File: config.mk
export PLATFORM = sky130hd
export DESIGN_NAME = seven_seg_scan
export DESIGN_NICKNAME = d
export VERILOG_FILES = /design/src/rtl/seven_seg_pkg.sv /design/src/rtl/bcd_to_seg7.sv /design/src/rtl/seven_seg_scan.sv
export SDC_FILE = /design/constraint.sdc
export NUM_CORES = 1
export LEC_CHECK = 0
export ABC_AREA = 1
export CAP_MARGIN = 20
export CORE_MARGIN = 2
export CORE_UTILIZATION = 55
export DETAILED_ROUTE_END_ITERATION = 16
export DONT_BUFFER_PORTS = 1
export PLACE_DENSITY = 0.84
export SKIP_CTS_REPAIR_TIMING = 1
export SLEW_MARGIN = 20
export SYNTH_ARGS = -nofsm -noshare
export SYNTH_HDL_FRONTEND = slang
export SYNTH_SLANG_ARGS = --single-unit
File: constraint.sdc
create_clock -name clk -period 2.5 [get_ports clk]
set_input_delay 0.5 -clock clk [delete_from_list [all_inputs] [get_ports clk]]
set_output_delay 0.5 -clock clk [all_outputs]
set_load 0.01 [all_outputs]
File: src/rtl/seven_seg_pkg.sv
// Shared definitions for the three-digit seven-segment scanner.
//   slot_e      : which digit slot is currently being driven
//   bcd3_t      : hundreds/tens/ones BCD triple
//   SEG_BLANK   : all segments off (active-low)
//   SEG_DASH    : middle segment only, shown for non-BCD codes
//   AN_OFF      : all anodes off (active-low)
package seven_seg_pkg;

    typedef enum logic [1:0] {
        SLOT_ONES = 2'd0,
        SLOT_TENS = 2'd1,
        SLOT_HUND = 2'd2
    } slot_e;

    typedef struct packed {
        logic [3:0] hund;
        logic [3:0] tens;
        logic [3:0] ones;
    } bcd3_t;

    localparam logic [6:0] SEG_BLANK = 7'h7F;
    localparam logic [6:0] SEG_DASH  = 7'h3F;
    localparam logic [2:0] AN_OFF    = 3'b111;

    // Scan order ones -> tens -> hundreds -> ones.
    function automatic slot_e slot_next(input slot_e s);
        case (s)
            SLOT_ONES: slot_next = SLOT_TENS;
            SLOT_TENS: slot_next = SLOT_HUND;
            default:   slot_next = SLOT_ONES;
        endcase
    endfunction

    // Active-low anode pattern {hundreds,tens,ones} for a slot.
    function automatic logic [2:0] slot_anode(input slot_e s);
        case (s)
            SLOT_ONES: slot_anode = 3'b110;
            SLOT_TENS: slot_anode = 3'b101;
            SLOT_HUND: slot_anode = 3'b011;
            default:   slot_anode = AN_OFF;
        endcase
    endfunction

endpackage

File: src/rtl/bcd_to_seg7.sv
// Combinational BCD to active-low seven-segment decoder.
//   i_bcd   [3:0] : digit code; 10-15 decode to a dash
//   i_blank       : force all segments off
//   o_seg   [6:0] : active-low segments {g,f,e,d,c,b,a}
module bcd_to_seg7
    import seven_seg_pkg::*;
(
    input  logic [3:0] i_bcd,
    input  logic       i_blank,
    output logic [6:0] o_seg
);

    always_comb begin
        o_seg = SEG_DASH;
        if (i_blank) begin
            o_seg = SEG_BLANK;
        end else begin
            case (i_bcd)
                4'd0:    o_seg = 7'h40;
                4'd1:    o_seg = 7'h79;
                4'd2:    o_seg = 7'h24;
                4'd3:    o_seg = 7'h30;
                4'd4:    o_seg = 7'h19;
                4'd5:    o_seg = 7'h12;
                4'd6:    o_seg = 7'h02;
                4'd7:    o_seg = 7'h78;
                4'd8:    o_seg = 7'h00;
                4'd9:    o_seg = 7'h10;
                default: o_seg = SEG_DASH;
            endcase
        end
    end

endmodule

File: src/rtl/seven_seg_scan.sv
// Three-digit multiplexed seven-segment scanner with ghosting guard.
// Each digit slot lasts REFRESH_DIV cycles; the first GUARD_CYCLES of a slot
// keep every anode off. New digits are staged in a pending register and only
// take effect at the frame boundary, so a frame never shows mixed values.
// Optional build macro SEVEN_SEG_LZB_EN enables leading-zero blanking.
//   clk            : clock, rising edge
//   rst_n          : synchronous active-low reset
//   hundreds [3:0] : BCD hundreds digit
//   tens     [3:0] : BCD tens digit
//   ones     [3:0] : BCD ones digit
//   digits_valid   : one-cycle strobe qualifying the three digits
//   seg      [6:0] : active-low segments {g,f,e,d,c,b,a}, registered
//   an       [2:0] : active-low anodes {hundreds,tens,ones}, registered
//   frame_done     : pulse on the last cycle of the hundreds slot
module seven_seg_scan
    import seven_seg_pkg::*;
#(
    parameter int REFRESH_DIV  = 50000,
    parameter int GUARD_CYCLES = 16
)
(
    input  logic       clk,
    input  logic       rst_n,
    input  logic [3:0] hundreds,
    input  logic [3:0] tens,
    input  logic [3:0] ones,
    input  logic       digits_valid,
    output logic [6:0] seg,
    output logic [2:0] an,
    output logic       frame_done
);

    localparam int            CW      = (REFRESH_DIV > 1) ? $clog2(REFRESH_DIV) : 1;
    localparam logic [CW-1:0] CNT_MAX = CW'(REFRESH_DIV - 1);
    localparam logic [CW-1:0] GUARD_V = CW'(GUARD_CYCLES);

    logic [CW-1:0] r_cnt;
    slot_e         r_slot;
    bcd3_t         r_disp;
    bcd3_t         r_pend;
    logic          r_pend_vld;

    bcd3_t         w_in;
    logic          w_cnt_last;
    logic [CW-1:0] w_cnt_nxt;
    slot_e         w_slot_nxt;
    logic          w_boundary;
    bcd3_t         w_disp_nxt;
    logic [3:0]    w_digit;
    logic          w_blank;
    logic [6:0]    w_dec;
    logic          w_guard;
    logic [6:0]    w_seg_nxt;
    logic [2:0]    w_an_nxt;
    logic          w_fd_nxt;

    assign w_in       = {hundreds, tens, ones};
    assign w_cnt_last = (r_cnt == CNT_MAX);
    assign w_cnt_nxt  = w_cnt_last ? '0 : r_cnt + CW'(1);
    assign w_slot_nxt = w_cnt_last ? slot_next(r_slot) : r_slot;
    // Edge that enters ones slot cycle 0.
    assign w_boundary = w_cnt_last && (r_slot == SLOT_HUND);

    // A strobe on the boundary cycle bypasses pending and is newer than it.
    always_comb begin
        w_disp_nxt = r_disp;
        if (w_boundary) begin
            if (digits_valid)    w_disp_nxt = w_in;
            else if (r_pend_vld) w_disp_nxt = r_pend;
        end
    end

    // Outputs are derived from next-state values so they land on the same
    // edge as the counter/slot they describe.
    always_comb begin
        w_digit = w_disp_nxt.ones;
        w_blank = 1'b0;
        case (w_slot_nxt)
            SLOT_TENS: w_digit = w_disp_nxt.tens;
            SLOT_HUND: w_digit = w_disp_nxt.hund;
            default:   w_digit = w_disp_nxt.ones;
        endcase
`ifdef SEVEN_SEG_LZB_EN
        case (w_slot_nxt)
            SLOT_HUND: w_blank = (w_disp_nxt.hund == 4'd0);
            SLOT_TENS: w_blank = (w_disp_nxt.hund == 4'd0) && (w_disp_nxt.tens == 4'd0);
            default:   w_blank = 1'b0;
        endcase
`endif
    end

    bcd_to_seg7 u_dec (
        .i_bcd   (w_digit),
        .i_blank (w_blank),
        .o_seg   (w_dec)
    );

    assign w_guard   = (w_cnt_nxt < GUARD_V);
    assign w_seg_nxt = w_guard ? SEG_BLANK : w_dec;
    assign w_an_nxt  = w_guard ? AN_OFF : slot_anode(w_slot_nxt);
    assign w_fd_nxt  = (w_slot_nxt == SLOT_HUND) && (w_cnt_nxt == CNT_MAX);

    always_ff @(posedge clk) begin
        if (!rst_n) begin
            r_cnt      <= '0;
            r_slot     <= SLOT_ONES;
            r_disp     <= '0;
            r_pend     <= '0;
            r_pend_vld <= 1'b0;
            seg        <= SEG_BLANK;
            an         <= AN_OFF;
            frame_done <= 1'b0;
        end else begin
            r_cnt      <= w_cnt_nxt;
            r_slot     <= w_slot_nxt;
            r_disp     <= w_disp_nxt;
            seg        <= w_seg_nxt;
            an         <= w_an_nxt;
            frame_done <= w_fd_nxt;
            if (w_boundary) begin
                r_pend_vld <= 1'b0;
            end else if (digits_valid) begin
                r_pend     <= w_in;
                r_pend_vld <= 1'b1;
            end
        end
    end

endmodule

==> impl_metrics.yaml <==
clock_tree:
  ctsLongestPathBuffers: 2
  clk_pin_slew_worst_paths_ns: 0.10
  numCtsBuffers: 5
  cts_htree_levels: 2
  clock-root-buffer: "clkbuf_8"
  cts_sinks: 54
  cts_tree: "yes"
  insertion_delay_ns: 0.32
setup_path:
  cp-start-kind: "flip-flop"
  r2r_end: "seg[3]"
  reg2reg_depth: 16
  rrSetupSlack_ns: -0.06
  endpoint_kind: "flip-flop"
  arrival_ns: 2.78
  crit_type: "flip-flop to flip-flop"
  required_ns: 2.71
  crit_fanout: 6
  worstSetupStartpoint: "r_cnt[1]"
  r2r-start: "r_cnt[1]"
timing:
  fin_crit_sh_pct: 103
  min_period_ns: 2.56
  fin_ws_ns: -0.0646
  hold_viol: 0
  hold_ws_ns: 0.301
  worst_pin_slew_ns: 0.463
  slew_headroom_pct: 68.8
  finalSetupTns_ns: -0.206
  final-max-slew-violation-count: 0
  rsz0062_at_grt: "true"
  setup_viol_count_final: 5
  fmax_mhz: 390
  fin_skew_ns: 0.0127
floorplan:
  fp.dieH_um: 77.9
  ioPinCount: 26
  die_w_um: 77.9
  fp-row-count: 26
  dieArea_um2: 6060
  core_area_um2: 5170
  start_util_pct: 58.0
grt:
  grt_pass1_vias: 2603
  antenna_found_initial: 0
  grtUsageTotal_pct: 23.0
  grt_pass1_wl_um: 11300
  overflow: 0
  grt_max_degree: 25
power_and_ir_drop:
  combinationalPowerShare_pct: 5.1
  peakVddDrop_v: 0.000344
  p_leak_nw: 1.56
  pwr-share-seq_pct: 59.5
  switching_power_uw: 366
  p_int_mw: 1.14
  power_switching_share_pct: 24.3
  p_per_area_nw_per_um2: 429
  clock_power_share_pct: 35.5
routing:
  vias: 2856
  drc: 0
  drtIter0Drc: 181
  wire_per_inst_um: 13.2
  firstDrtPassIters: 5
  vias_per_cell: 5.31
  wl_um: 7090
  ant_nets: 0
synth:
  syn_area_um2: 3000
  synth_mux_area_share_pct: 0.334
  synth_top_family_by_area: "simple AND/OR/NAND/NOR gates"
  syn-num-nets: 474
  synthFlopType: "dfxtp_1"
  synth_cell_types: 35
  synth.avg_cell_area_um2: 6.71
  ys_seq_elements: 54
  seq_area_frac_synth_pct: 36.0
  synthAdderAreaFrac_pct: 5.00
  yosys.area_share.simple_pct: 42.3
  synth-edff-count: 0
  syn_inst: 447
  ys_async_sr_fraction_pct: 0
  synth_compound_area_share_pct: 6.30
  yosys_warnings: 0
  synth_xor_area_share_pct: 1.46
place:
  dp.final_hpwl_um: 4950
  dpl.cell_count: 522
  pre_cts_ws_ns: -0.0774
  gp_congestion: 0.904
  port_buffers: 0
layout:
  final_cell_mix: "nand2_1, nor2_1, dfxtp_1"
  multi_input_area_um2: 1840
  synthToLayoutAreaGrowth_pct: 16.8
  n_fill_cell: 399
  fin_nets: 494
  n_antenna_cell: 0
  regArea_um2: 1090
  fin_util_pct: 67.7
  drive_gt1_share_pct: 22.6
  final_common_cell: "nand2_1"
  layoutNonFillerInstCount: 538
hold_path:
  hold_start: "rst_n"
  min_to: "r_pend[5]"
  min_delay_path_depth: 2
  min_path_type: "input port to flip-flop"
status:
  violations: "setup timing"
  status: "complete, but fails checks"
run:
  maxCapViolations: 0
-- sequential cells by signal, summed over array words and instances, names as in the netlist --
signal	count
r_slot	2
r_disp	12
frame_done	1
an	3
r_pend_vld	1
r_pend	12
seg	7
r_cnt	16
-- worst max path at each step --
stage              to  cells after the start
2_1_floorplan  seg[3]                     15
3_3_place_gp   seg[5]                     17
3_5_place_dp   seg[5]                     18
4_1_cts        seg[5]                     18
5_1_grt        seg[6]                     16
6_report       seg[3]                     16
-- critical path: stages (launching register included) --
cell and delay [ns]:
dfxtp_4 0.38, ha_4 0.16, nand2_4 0.06, nor2_4 0.12, nand3_2 0.08, nor2_4 0.11, nor2_2 0.04, nor3_2 0.28
inv_2 0.11, ha_4 0.31, clkinvlp_4 0.15, nand3_2 0.13, nand2_4 0.08, ha_4 0.28, nand3_4 0.06, nand3_2 0.06
nand3_1 0.06
-- layer usage --
| layer | track usage (%) | vias up | part of all wire [%] |
|---|---|---|---|
| li1 | - | 1434 | - |
| met1 | 29.7 | 1312 | 44 |
| met2 | 37.9 | 96 | 48 |
| met3 | 5.81 | 14 | 6.3 |
| met4 | 6.43 | 0 | 1.7 |
| met5 | 0 | - | 0 |
-- metrics by stage --
step	total power [mW]	cell area, µm²
3_3_place_gp	0.980	3170
5_1_grt	1.56	3500
3_5_place_dp	0.983	3170
6_report	1.50	3500
4_1_cts	1.51	3270
2_1_floorplan	0.968	3020
-- cells in the mapped netlist (2+ instances only) --
library cell,count,area [µm²]
a21oi_1,6,30.0
buf_2,2,10.0
clkbuf_1,6,22.5
clkinv_1,3,11.3
dfxtp_1,54,1080
ha_1,12,150
inv_1,50,188
inv_2,4,15.0
nand2_1,110,413
nand2_2,18,113
nand2_4,2,22.5
nand3_1,45,225
nand3_2,6,60.1
nand4_1,4,25.0
nor2_1,76,285
nor2_2,4,25.0
nor2_4,4,45.0
o21ai_0,18,90.1
o21ai_2,2,17.5
or2_2,2,12.5
xor2_1,5,43.8
-- layout make-up --
| type | count | share of cell area, % |
|---|---|---|
| tap | 70 | 2.50 |
| multi-input combinational | 327 | 52.5 |
| timing repair buffer | 22 | 4.71 |
| inverter | 57 | 6.29 |
| clock buffer | 6 | 2.36 |
| clock inverter | 2 | 0.464 |
| sequential | 54 | 31.1 |
-- power by group through the flow --
stage               combinational (mW)  sequential (mW)  clock [mW]
finish                          0.0761            0.894       0.533
CTS                             0.0721            0.891       0.542
global placement                0.0698            0.910           0
floorplan                       0.0617            0.907           0
global route                    0.0894            0.897       0.573
detailed placement              0.0717            0.911           0
-- logic make-up after synthesis --
family | count (synthesis)
mux | 1
buf+inv | 66
fa+ha+maj | 12
compound gates | 33
simple gates | 276
xor+xnor | 5
flops | 54
No activity file was read; power rests on OpenSTA's default activity.
